$ cat src/rtl/draw_arbiter.sv
// -----------------------------------------------------------------------------
// draw_arbiter
//
// Shares one rectangle draw engine between three requesters: brick field (0),
// ball (1) and paddle (2). The arbiter picks a winner round-robin and latches
// that requester's origin and colour. It then pulses eng_start and waits for
// eng_done, and acknowledges the requester with a one-cycle ack pulse. A
// watchdog aborts a draw whose engine never reports completion, and records
// the event in a sticky timeout_err flag.
//
// Ports
//   clk          system clock, rising edge
//   resetn       asynchronous active-low reset
//   req[2:0]     per-requester request, held until its ack
//   req_x[29:0]  per-requester origin x, requester r at [10r+9:10r]
//   req_y[29:0]  per-requester origin y, same packing
//   req_color    per-requester colour, requester r at [3r+2:3r]
//   grant[2:0]   one-hot served requester, ISSUE through ACK
//   ack[2:0]     one-cycle completion/abort pulse to the served requester
//   eng_x/eng_y  latched origin to the engine
//   eng_color    latched colour to the engine
//   eng_start    one-cycle engine start pulse
//   eng_done     one-cycle engine completion pulse
//   busy         high whenever the arbiter is not idle
//   timeout_err  sticky watchdog-abort flag
// -----------------------------------------------------------------------------
module draw_arbiter #(
  parameter logic [15:0] TIMEOUT = 16'd4095
) (
  input  logic        clk,
  input  logic        resetn,
  input  logic [2:0]  req,
  input  logic [29:0] req_x,
  input  logic [29:0] req_y,
  input  logic [8:0]  req_color,
  output logic [2:0]  grant,
  output logic [2:0]  ack,
  output logic [9:0]  eng_x,
  output logic [9:0]  eng_y,
  output logic [2:0]  eng_color,
  output logic        eng_start,
  input  logic        eng_done,
  output logic        busy,
  output logic        timeout_err
);

  typedef enum logic [1:0] {
    S_IDLE  = 2'd0,
    S_ISSUE = 2'd1,
    S_WAIT  = 2'd2,
    S_ACK   = 2'd3
  } state_e;

  state_e      state_q, state_d;
  logic [1:0]  last_q, last_d;
  logic [2:0]  grant_q, grant_d;
  logic [2:0]  ack_q, ack_d;
  logic [9:0]  eng_x_q, eng_x_d;
  logic [9:0]  eng_y_q, eng_y_d;
  logic [2:0]  eng_color_q, eng_color_d;
  logic        eng_start_q, eng_start_d;
  logic        busy_q, busy_d;
  logic        timeout_err_q, timeout_err_d;
  logic [15:0] cnt_q, cnt_d;
  logic [1:0]  winner_s;

  // Successor of a requester index in the 0 -> 1 -> 2 -> 0 ring.
  function automatic logic [1:0] next_idx(input logic [1:0] i);
    logic [1:0] n;
    case (i)
      2'd0:    n = 2'd1;
      2'd1:    n = 2'd2;
      default: n = 2'd0;
    endcase
    return n;
  endfunction

  // Round-robin pick: search starts one past the last served requester.
  // The previously served requester is considered last, so it only wins
  // again when nobody else is pending. Callers qualify with |req.
  function automatic logic [1:0] rr_pick(input logic [2:0] r, input logic [1:0] last);
    logic [1:0] c1;
    logic [1:0] c2;
    logic [1:0] w;
    c1 = next_idx(last);
    c2 = next_idx(c1);
    if (r[c1]) begin
      w = c1;
    end else if (r[c2]) begin
      w = c2;
    end else begin
      w = next_idx(c2);
    end
    return w;
  endfunction

  function automatic logic [2:0] idx_to_onehot(input logic [1:0] i);
    logic [2:0] o;
    case (i)
      2'd0:    o = 3'b001;
      2'd1:    o = 3'b010;
      default: o = 3'b100;
    endcase
    return o;
  endfunction

  function automatic logic [1:0] onehot_to_idx(input logic [2:0] g);
    logic [1:0] i;
    case (g)
      3'b010:  i = 2'd1;
      3'b100:  i = 2'd2;
      default: i = 2'd0;
    endcase
    return i;
  endfunction

  assign winner_s = rr_pick(req, last_q);

  // Next-state and next-output logic for the arbitration FSM.
  always_comb begin
    state_d       = state_q;
    last_d        = last_q;
    grant_d       = grant_q;
    ack_d         = 3'b000;
    eng_x_d       = eng_x_q;
    eng_y_d       = eng_y_q;
    eng_color_d   = eng_color_q;
    eng_start_d   = 1'b0;
    timeout_err_d = timeout_err_q;
    cnt_d         = cnt_q;

    case (state_q)
      S_IDLE: begin
        if (req != 3'b000) begin
          state_d     = S_ISSUE;
          grant_d     = idx_to_onehot(winner_s);
          // Start is registered, so it is raised here to appear in ISSUE.
          eng_start_d = 1'b1;
          case (winner_s)
            2'd0: begin
              eng_x_d     = req_x[9:0];
              eng_y_d     = req_y[9:0];
              eng_color_d = req_color[2:0];
            end
            2'd1: begin
              eng_x_d     = req_x[19:10];
              eng_y_d     = req_y[19:10];
              eng_color_d = req_color[5:3];
            end
            default: begin
              eng_x_d     = req_x[29:20];
              eng_y_d     = req_y[29:20];
              eng_color_d = req_color[8:6];
            end
          endcase
        end else begin
          state_d = S_IDLE;
        end
      end

      S_ISSUE: begin
        // eng_done is deliberately not looked at here.
        cnt_d   = 16'd0;
        state_d = S_WAIT;
      end

      S_WAIT: begin
        // Done takes priority over the watchdog when both coincide.
        if (eng_done) begin
          state_d = S_ACK;
          ack_d   = grant_q;
        end else if (cnt_q == (TIMEOUT - 16'd1)) begin
          state_d       = S_ACK;
          ack_d         = grant_q;
          timeout_err_d = 1'b1;
        end else begin
          cnt_d = cnt_q + 16'd1;
        end
      end

      S_ACK: begin
        last_d  = onehot_to_idx(grant_q);
        grant_d = 3'b000;
        state_d = S_IDLE;
      end

      default: begin
        state_d = S_IDLE;
        grant_d = 3'b000;
      end
    endcase

    busy_d = (state_d != S_IDLE);
  end

  // State and registered-output flops.
  always_ff @(posedge clk or negedge resetn) begin
    if (!resetn) begin
      state_q       <= S_IDLE;
      last_q        <= 2'd2;
      grant_q       <= 3'b000;
      ack_q         <= 3'b000;
      eng_x_q       <= 10'd0;
      eng_y_q       <= 10'd0;
      eng_color_q   <= 3'b000;
      eng_start_q   <= 1'b0;
      busy_q        <= 1'b0;
      timeout_err_q <= 1'b0;
      cnt_q         <= 16'd0;
    end else begin
      state_q       <= state_d;
      last_q        <= last_d;
      grant_q       <= grant_d;
      ack_q         <= ack_d;
      eng_x_q       <= eng_x_d;
      eng_y_q       <= eng_y_d;
      eng_color_q   <= eng_color_d;
      eng_start_q   <= eng_start_d;
      busy_q        <= busy_d;
      timeout_err_q <= timeout_err_d;
      cnt_q         <= cnt_d;
    end
  end

  assign grant       = grant_q;
  assign ack         = ack_q;
  assign eng_x       = eng_x_q;
  assign eng_y       = eng_y_q;
  assign eng_color   = eng_color_q;
  assign eng_start   = eng_start_q;
  assign busy        = busy_q;
  assign timeout_err = timeout_err_q;

endmodule

$ cat config.mk
export PLATFORM = sky130hd
export DESIGN_NAME = draw_arbiter
export DESIGN_NICKNAME = d
export VERILOG_FILES = /design/src/rtl/draw_arbiter.sv
export SDC_FILE = /design/constraint.sdc
export NUM_CORES = 1
export LEC_CHECK = 0
export BUFFER_PORTS_ARGS = -buffer_cell sky130_fd_sc_hd__clkbuf_2
export CORE_MARGIN = 10
export CORE_UTILIZATION = 40
export DETAILED_ROUTE_END_ITERATION = 8
export PLACE_DENSITY = 0.77
export SYNTH_ARGS = -nofsm -noshare
export SYNTH_HDL_FRONTEND = slang
export SYNTH_SLANG_ARGS = --single-unit
$ cat constraint.sdc
create_clock -name clk -period 2.55 [get_ports clk]
set_clock_uncertainty 0.2 [all_clocks]
set_input_delay 0 -clock clk [delete_from_list [all_inputs] [get_ports clk]]
set_output_delay 0 -clock clk [all_outputs]
set_load 0.01 [all_outputs]
Word-level counts from Yosys, hierarchy flattened
Cells that the tools add are included.
{"block": "op_classes", "n_addsub": 1, "n_lt_le_gt_ge": 2, "n_eq_ne": 13, "mux": 28, "bitwise_logic": 1, "n_reduce_logical": 13}
{"operator": "case mux 10 bit (2 select lines)", "count": 2}
{"operator": "two-way mux 16 bit", "count": 2}
{"operator": "case mux 16 bit (2 select lines)", "count": 1}
{"operator": "case mux 3 bit (2 select lines)", "count": 3}
{"operator": "adder 16 x 1 -> 16 bit, second input constant", "count": 1}
{"operator": "== test 16 x 12 -> 1 bit, second input constant", "count": 1}
{"operator": "case mux 2 bit (2 select lines)", "count": 4}
{"operator": "two-way mux 3 bit", "count": 4}
{"operator": "== test 2 x 1 -> 1 bit, second input constant", "count": 5}
{"operator": "zero test 2 bit", "count": 5}
{"operator": "two-way mux 2 bit", "count": 4}
{"operator": "case mux 2 bit (4 select lines)", "count": 1}
{"operator": "< comparator 2 x 3 -> 1 bit, second input constant", "count": 2}
{"operator": "inequality test 2 bit, second input constant", "count": 3}
{"operator": "AND reduction 3 bit", "count": 2}
{"operator": "nonzero test 2 bit", "count": 3}
{"operator": "two-way mux 1 bit", "count": 5}
{"operator": "binary-select mux 1 bit (select 2 bit)", "count": 2}
{"operator": "== test 2 bit, second input constant", "count": 2}
{"operator": "AND reduction 2 bit", "count": 2}
{"operator": "== test 3 x 2 -> 1 bit, second input constant", "count": 1}
{"operator": "== test 3 bit, second input constant", "count": 1}
{"operator": "nonzero test 3 bit", "count": 1}
{"operator": "inverter 1 bit", "count": 1}
{"block": "totals", "register_bits": 52, "input_bits": 75, "output_inout_bits": 32, "elab_cells": 69}

Depth between registers and ports, before layout
Gate-level depths: netlist of run 1.
{"block": "depth", "ltp_word": 12, "mapped_depth": 8, "mapped_depth_nobuf": 7}

Least setup slack after synthesis of run 1
Ideal clock, no wire load.
{"block": "synth_path", "path_type": "register to register", "from": "register cnt_q[0]", "to": "register cnt_q[11]", "t_arrival_ps": 1938, "path_slack_ps": 280, "stages_incl_launch_ff": 9, "n_path_buf": 1, "path_cell_list": "dfrtp_1 inv_1 ha_1 or4b_1 or4_4 buf_6 nand3_1 xor2_1 nor2_1"}
{"block": "synth_between", "elab_chain_len": 4, "elab_cells_between_ends": 7, "cone_classes": "add/sub: 1; eq/ne: 2; mux: 3; reduce/logical: 1"}
{"element": "from (decl)", "line_no": "64", "source": "logic [15:0] cnt_q, cnt_d;"}
{"element": "from (signal assigned)", "line_no": "221", "source": "cnt_q <= cnt_d;"}
{"element": "adder 16 x 1 -> 16 bit", "line_no": "177", "source": "cnt_d = cnt_q + 16'd1;"}
{"element": "two-way mux 16 bit", "line_no": "172", "source": "end else if (cnt_q == (TIMEOUT - 16'd1)) begin"}
{"element": "two-way mux 16 bit", "line_no": "169", "source": "if (eng_done) begin"}
{"element": "case mux 16 bit (2 select lines)", "line_no": "132", "source": "case (state_q)"}
Parallel ways exist; a longest one is shown, timed or not. The select of a mux whose other input is x is not followed.
A chain may end at the register's enable or synchronous reset.

Worst setup path after layout of run 1
{"block": "layout_path", "from": "register state_q[0]", "to": "register eng_y_q[4] (netlist: eng_y[4])"}
{"block": "layout_between", "elab_chain_len": 2}
{"element": "from (decl)", "line_no": "54", "source": "state_e state_q, state_d;"}
{"element": "from (signal assigned)", "line_no": "211", "source": "state_q <= state_d;"}
{"element": "zero test 2 bit", "line_no": "132"}
{"element": "AND reduction 2 bit (no line)"}
{"element": "to (signal assigned)", "line_no": "216", "source": "eng_y_q <= eng_y_d;"}
{"element": "to (decl)", "line_no": "59", "source": "logic [9:0] eng_y_q, eng_y_d;"}
Every way passes these cells.

==> flow_summary.ini, run 1 <==
[synth]
ys.flop_type = dfrtp_1
syn_area_um2 = 2610
synth-edff-count = 0
yosys_warnings = 0
ys_types = 39
synth.most_common_cell = dfrtp_1
ys_top_cells_by_count = dfrtp_1 (51), nor2_1 (42), nand2_1 (36), a21oi_1 (25), a221oi_1 (23)
synth-async-reset-ratio = 1.00
synth-seq-cells = 52
synth_fp_nets = 363
synth.area.top_cells = dfrtp_1 (49%), a221oi_1 (7.7%), nor2_1 (6.0%)
yosysSeqAreaShare = 0.499
avgSynthCellArea_um2 = 9.25
synthCells = 282
synth_top_area_cell = dfrtp_1
synth_top_area_frac = 0.489

[die]
fp-row-count = 29
dieHeight_um = 101
io_pins = 107
die_w_um = 101
core_um2 = 6350
initial_core_util = 0.411
dieArea_um2 = 10200

[cells_and_area]
final_nets = 521
syn_to_final_growth_pct = 49.0
fin_cells = 518
drive_above_1_share = 0.306
fin_util = 0.612
n_antenna_cell = 0

[routing]
ant_nets = 0
first_pass_iters = 4
drt-initial-drc-count = 146
vias = 2779
drc = 0
wl_per_cell_um = 16.5
wl_um = 8530
via_per_inst = 5.36

[place]
dp_slack_ps = 167
io_buffer_count = 106
place_inst = 460
place_congestion = 0.861
hpwlAfterDp_um = 5790

[pwr]
p_leak_nw = 1.83
ir_drop_mv = 0.595
powerDensity_nw_per_um2 = 1020

[sta]
setup_ws_ps = 109
finalCritPeriodShare = 0.957
setup_viol = 0
worst_pin_slew_ps = 655
min_period_ps = 2440
final_max_slew_viol_count = 0
max_freq_mhz = 410
finalHoldViolCount = 0
slew_headroom = 0.563

[clock_tree]
cts_buffers = 5
cts.sinks = 52
cts.clk_slew.worst_paths_ps = 100
tritoncts = done
htreeDepth = 2
cts.root.buffer_cell = clkbuf_8
clk_latency_ps = 310
clockBufferDepth = 2

[worst_setup_path]
setup.worst_path.class = flop to flop
worstPathArrival_ps = 2450
critPathCaptureType = flop
startpoint_type = flop
critical_path.max_fanout = 19
ff2ff_path_depth = 7
cp_data_required_time_ps = 2560
regToRegEndpoint = eng_y[4]$_DFFE_PN0P_
r2r_start = state_q[0]$_DFF_PN0_
regToRegSetupSlack_ps = 110
slowest_delay_ps = 560
path_cells = inv_1 > ha_2 > o31ai_4 > buf_4 > a221oi_1 > a21oi_1 > dlygate4sd3_1
slowest_stage = dlygate4sd3_1

[job]
cap_violations = 0

[status]
status = finished, final reports clean

[grt]
grt_first_pass_wirelength_um = 14000
overflow = 0
gr-usage-all-layers = 0.166
grt_pass1_vias = 2940
grt_start_max_net_pins = 53
antenna_found_initial = 0

[worst_hold_path]
hp-class = input pin to asynchronous set/reset pin
where the power goes:
group	total [mW]	internal [mW]	switching, mW
clock	0.572	0.291	0.281
sequential	1.32	1.11	0.204
combinational	2.09	1.02	1.07
total	3.98	2.42	1.56
sequential cells by signal, indices dropped and copies added, names as in the netlist, 2 cells and up:
| signal | cells |
|---|---|
| cnt_q | 16 |
| eng_x | 10 |
| eng_y | 10 |
| ack | 3 |
| eng_color | 3 |
| grant | 3 |
| last_q | 2 |
| state_q | 2 |
final cells by class:
cell class	instances	area [um^2]
clock inverters	3	42.5
flip-flops and latches	52	1300
well taps	77	96.3
clock buffers	5	68.8
multi-input cells	208	1250
repair buffers	164	1090
fillers	505	2460
inverters	9	33.8
worst max path at each step:
stage                               from                       end  cells after the start
finish              state_q[0]$_DFF_PN0_      eng_y[4]$_DFFE_PN0P_                      7
global route        state_q[0]$_DFF_PN0_  eng_color[0]$_DFFE_PN0P_                      7
CTS                 state_q[0]$_DFF_PN0_      eng_x[8]$_DFFE_PN0P_                      8
detailed placement  cnt_q[0]$_DFFE_PN0P_      cnt_q[4]$_DFFE_PN0P_                      7
global placement    cnt_q[0]$_DFFE_PN0P_      cnt_q[4]$_DFFE_PN0P_                      7
floorplan           cnt_q[0]$_DFFE_PN0P_     cnt_q[11]$_DFFE_PN0P_                      8
kinds of logic after synthesis:
logic type / synth area share
xor gates and xnor gates: 0.0403
and+or+nand+nor: 0.212
DFF: 0.499
AOI/OAI and AO/OA: 0.184
adders and majority gates: 0.0288
buffers and inverters: 0.0350
layout by cell type, fill, tap and decap left out, types with 3 or more instances in the layout:
cell type      synthesis  layout
a21oi_1               25      25
a221oi_1              23      22
buf_4                  0       7
clkbuf_2               0     106
clkbuf_8               0       5
dfrtp_1               51      51
dlygate4sd3_1          0      50
ha_1                   6       5
inv_1                  9       8
nand2_1               36      35
nand2b_1               4       4
nand3_1               14      14
nand4_1                3       3
nor2_1                42      42
nor2b_1                3       3
nor3_1                 3       3
nor4_1                 3       3
o21ai_0                7       6
xor2_1                12      12
metrics by stage:
step                      hold WS (ps)  total power [mW]  instance area [um^2]  setup TNS, ps
after floorplan                   -496              2.26                  2610              0
after global placement           -35.6              2.87                  3260              0
after detailed placement         -28.0              2.91                  3260              0
after CTS                          174              3.92                  3870              0
after global routing               189              4.26                  3890          -6.89
final                              130              3.98                  3890              0
worst max-delay path: cells and delay by family (launching register included):
kind / cells / cell delay, ps
AOI/OAI and AO/OA: 3 / 560
adders and majority gates: 1 / 250
buffers and inverters: 3 / 900
DFF: 1 / 430
per-layer routing:
layer  GRT usage  wire [um]  up-vias
met1       0.195       3510     1322
met2       0.278       4180      122
met5           0          0        -
met3      0.0583        708       15
li1            -          -     1320
met4      0.0478        126        0
repair_timing:
item | in CTS | in global routing
endpoints found under the hold margin | 80 | 0
endpoints found under the setup margin | 0 | 22
hold buffers | 50 | 0
resized for setup | 0 | 6
buffers inserted | 0 | 0
Power figures use the tool's default switching activity.
==> inputs of run 2 (changes only) <==
- CORE_MARGIN: 10 -> 5
- SETUP_SLACK_MARGIN: unset -> 0.5
==> run 2 against run 1 <==
  * Hold slack lost 20 ps
  * Sequential power about the same
  * Critical path depth unchanged
  * Power is 5.8% lower
  * Utilization up 6.1 points
  * Flip-flop and latch count did not move
  * Routed wire length is 13% higher
  * Worst setup slack gained 180 ps
  * Design area rose by 10%
  * Register-to-register slack gained 180 ps
  * Largest cell class is now multi-input gates
  * Highest routed layer unchanged
  * Via count rose by 11%
  * Critical path type unchanged
==> flow_summary.ini, run 2 (synthesis gave the netlist of run 1 again) <==
[grt]
antenna_found_initial = 0
gr-usage-all-layers = 0.230
grt_first_pass_wirelength_um = 15700
overflow = 0
grt_pass1_vias = 3233
grt_start_max_net_pins = 32

[pwr]
power_mw = 3.75
p_leak_nw = 1.98
ir_drop_mv = 0.555
powerDensity_nw_per_um2 = 877

[die]
initial_core_util = 0.411
dieArea_um2 = 8240
fp-row-count = 29
dieHeight_um = 90.8
die_w_um = 90.8
core_um2 = 6350
io_pins = 107

[routing]
drt-initial-drc-count = 267
first_pass_iters = 5
vias = 3084
drc = 0
ant_nets = 0
wl_per_cell_um = 17.6
wl_um = 9650
via_per_inst = 5.64

[place]
io_buffer_count = 106
hpwlAfterDp_um = 5180
place_congestion = 0.844
dp_slack_ps = 220
dpl_cell_area_um2 = 3270

[worst_setup_path]
critPathCaptureType = flop
regToRegSetupSlack_ps = 290
slowest_delay_ps = 500
cp_top_family = simple AND/OR/NAND/NOR gates
path_cells = inv_1 > ha_2 > or4b_4 > or4_4 > nor3b_4 > o21ai_2 > or2_2
cp_data_required_time_ps = 2600
startpoint_type = flop
critical_path.max_fanout = 7
worstPathArrival_ps = 2300
setup.worst_path.class = flop to flop
slowest_stage = or4_4
crit_buf_inv = 1

[cells_and_area]
layout_commonest_cell = clkbuf_2
largest_reg_flops = 16
design_area_um2 = 4280
final_nets = 550
drive_above_1_share = 0.338
fillers = 427
n_antenna_cell = 0
syn_to_final_growth_pct = 63.9
final_cell_mix = clkbuf_2 (106), dlygate4sd3_1 (74), dfrtp_1 (51)
largest-register = cnt_q

[clock_tree]
htreeDepth = 2
cts_buffers = 5
cts.clk_slew.worst_paths_ps = 100
clk_latency_ps = 300
cts.root.buffer_cell = clkbuf_8
clockBufferDepth = 2
cts.sinks = 52
tritoncts = done

[sta]
max_freq_mhz = 443
setup_ws_ps = 294
rsz0062_at_grt = yes
min_period_ps = 2260
setup_viol = 0
final_max_slew_viol_count = 0
worst_pin_slew_ps = 796
finalHoldViolCount = 0
finalCritPeriodShare = 0.885
finalSetupTns_ps = 0
slew_headroom = 0.469

[status]
status = finished, final reports clean

[job]
cap_violations = 0

[worst_hold_path]
hp-class = input pin to asynchronous set/reset pin
[run 2: through the flow]
step,utilization,hold WS [ps],cells
6_report,0.673,110,547
5_1_grt,0.673,191,547
4_1_cts,0.654,66.5,541
3_5_place_dp,0.515,-71.7,460
3_3_place_gp,0.515,-77.9,460
2_1_floorplan,-,-496,282
[run 2: routing by layer]
layer	wire (um)	vias up	track usage
met5	0	-	0
met4	191	0	0.0695
met3	990	21	0.0708
met2	4710	206	0.378
met1	3750	1473	0.288
li1	-	1384	-
[run 2: layout make-up]
cell class                 instances  area, um^2  share of cell area
multi-input combinational        209        1370               0.320
clock inverter                     3        42.5             0.00995
inverter                           9        37.5             0.00878
sequential                        52        1300               0.305
timing repair buffer             192        1360               0.318
tap                               77        96.3              0.0225
clock buffer                       5        68.8              0.0161
[run 2: worst reg2reg max path, stage by stage, from the launching register on]
cell and delay, ps:
dfrtp_1 390, inv_1 60, ha_2 170, or4b_4 460
or4_4 500, nor3b_4 180, o21ai_2 120, or2_2 120
[run 2: worst paths after layout]
check                                startpoint                     to  cells after the start
max reg2reg                cnt_q[0]$_DFFE_PN0P_         busy$_DFF_PN0_                      7
min                                      resetn  last_q[0]$_DFFE_PN0P_                      2
min reg2reg                grant[1]$_DFFE_PN0P_  last_q[1]$_DFFE_PN1P_                      1
max                        cnt_q[0]$_DFFE_PN0P_         busy$_DFF_PN0_                      7
min in group clk                      req_x[18]   eng_x[8]$_DFFE_PN0P_                      4
max in group asynchronous                resetn   eng_y[9]$_DFFE_PN0P_                      3
[run 2: what timing repair did]
item | in CTS | in global routing
setup endpoints to repair | 39 | 41
gates resized for setup | 11 | 19
pin swaps | 2 | 5
buffers inserted | 1 | 3
hold buffers | 71 | 3
gates cloned | 1 | 0
hold endpoints to repair | 57 | 1
[run 2: power by group]
| part | internal [mW] | switching (mW) | total [mW] |
|---|---|---|---|
| logic | 0.763 | 1.10 | 1.86 |
| clock network | 0.291 | 0.267 | 0.558 |
| registers | 1.12 | 0.218 | 1.33 |
==> inputs of run 3 (changes only) <==
- BUFFER_PORTS_ARGS: -buffer_cell sky130_fd_sc_hd__clkbuf_2 -> unset
- DONT_BUFFER_PORTS: unset -> 1
- PLACE_DENSITY: 0.77 -> 0.63
==> run 3 against run 2 <==
  * The run now ends with negative hold slack left
  * Sequential power up 11%
  * Flip-flop and latch count unchanged
  * Design area down 13%
  * Utilization down 8.9 points
  * Critical path depth down 1
  * Highest routed layer unchanged
  * Final cell count down 20%
  * Worst setup slack better by 10 ps
  * Non-clock buffer count down 111
  * Maximum frequency up 0.46%
  * Critical endpoint unchanged
  * Sequential share of layout area up 4.7 points
  * Hold slack worse by 110 ps
==> flow_summary.ini, run 3 (synthesis gave the netlist of run 1 again) <==
[worst_setup_path]
critical_path.max_fanout = 7
critPathCaptureType = flop
setup.worst_path.class = flop to flop
regToRegEndpoint = busy$_DFF_PN0_
critPathLaunch = cnt_q[1]$_DFFE_PN0P_
ff2ff_path_depth = 6
cp_data_required_time_ps = 2610
startpoint_type = flop
regToRegSetupSlack_ps = 300
worstPathArrival_ps = 2300
r2r_start = cnt_q[1]$_DFFE_PN0P_

[pwr]
ir_drop_mv = 0.574
power_mw = 3.42
powerDensity_nw_per_um2 = 920
p_leak_nw = 1.53

[sta]
min_period_ps = 2250
setup_viol = 0
finalSetupTns_ps = 0
finalCritPeriodShare = 0.880
setup_ws_ps = 305
finalHoldViolCount = 3
max_freq_mhz = 445
final_max_slew_viol_count = 0
timing.hold.ws_ps = -3.53
slew_headroom = 0.547
worst_pin_slew_ps = 677
rsz0062_at_grt = yes

[clock_tree]
tritoncts = done
cts_buffers = 5
clockBufferDepth = 2
htreeDepth = 2
clk_latency_ps = 310
cts.clk_slew.worst_paths_ps = 90
cts.sinks = 52
cts.root.buffer_cell = clkbuf_8

[place]
place_congestion = 0.776
dp_slack_ps = 251
hpwlAfterDp_um = 4720
place_inst = 351
io_buffer_count = 0
dpl_cell_area_um2 = 2720

[routing]
wl_per_cell_um = 19.0
ant_nets = 0
wl_um = 8290
vias = 2559
drt-initial-drc-count = 151
first_pass_iters = 5
via_per_inst = 5.87
drc = 0

[cells_and_area]
seqCellArea_um2 = 1300
design_area_um2 = 3710
final_cell_mix = dlygate4sd3_1 (74), dfrtp_1 (50), nor2_1 (42)
fin_util = 0.584
n_antenna_cell = 0
largest-register = cnt_q
layout_commonest_cell = dlygate4sd3_1
syn_to_final_growth_pct = 42.3
fillers = 493
fin_cells = 436
largest_reg_flops = 16
drive_above_1_share = 0.117
final_nets = 439
multi_input_area_um2 = 1340

[grt]
gr-usage-all-layers = 0.202
overflow = 0
grt_first_pass_wirelength_um = 13600
antenna_found_initial = 0
grt_start_max_net_pins = 53
grt_pass1_vias = 2668

[worst_hold_path]
hp-class = input pin to asynchronous set/reset pin

[die]
dieArea_um2 = 8240
core_um2 = 6350
io_pins = 107
die_w_um = 90.8
dieHeight_um = 90.8
fp-row-count = 29
initial_core_util = 0.411

[status]
status = finished, violations left
violations = negative hold slack

[job]
cap_violations = 0
run 3: worst max-delay path: stages (launching register included):
cell and delay [ps]:
dfrtp_1 420, ha_1 190, or4b_4 470, or4_4 490
nor3b_4 180, o21ai_2 130, or2_2 120
run 3: worst max-delay path by stage:
stage / depth (start not counted) / to
2_1_floorplan: 8 / cnt_q[11]$_DFFE_PN0P_
4_1_cts: 7 / busy$_DFF_PN0_
3_3_place_gp: 7 / cnt_q[4]$_DFFE_PN0P_
6_report: 6 / busy$_DFF_PN0_
5_1_grt: 7 / busy$_DFF_PN0_
3_5_place_dp: 7 / cnt_q[4]$_DFFE_PN0P_
run 3: layout make-up:
class                      count  share of cell area
clock inverter                 2              0.0105
clock buffer                   6              0.0223
timing repair buffer          81               0.219
tap                           77              0.0260
sequential                    52               0.351
inverter                       9             0.00910
multi-input combinational    209               0.362
run 3: report_power, final:
part           total (mW)  internal [mW]  leakage [nW]  switching [mW]
Clock               0.605          0.321        0.0614           0.283
Combinational        1.33          0.535         0.825           0.797
Sequential           1.48           1.12         0.644           0.361
run 3: routing by layer:
metal  vias up  share of wire  GRT usage
li1       1159              -          -
met1      1218           0.39      0.254
met2       164           0.47      0.317
met3        18           0.12     0.0783
met4         0          0.020     0.0658
met5         -              0          0
run 3: repair_timing:
action                                 4_1_cts  5_1_grt
setup endpoints to repair                   22       31
setup buffers                                1        0
gates resized for setup                     12        9
cloned                                       1        0
endpoints found under the hold margin       97        0
hold buffers                                75        0
pin swaps                                    5        4
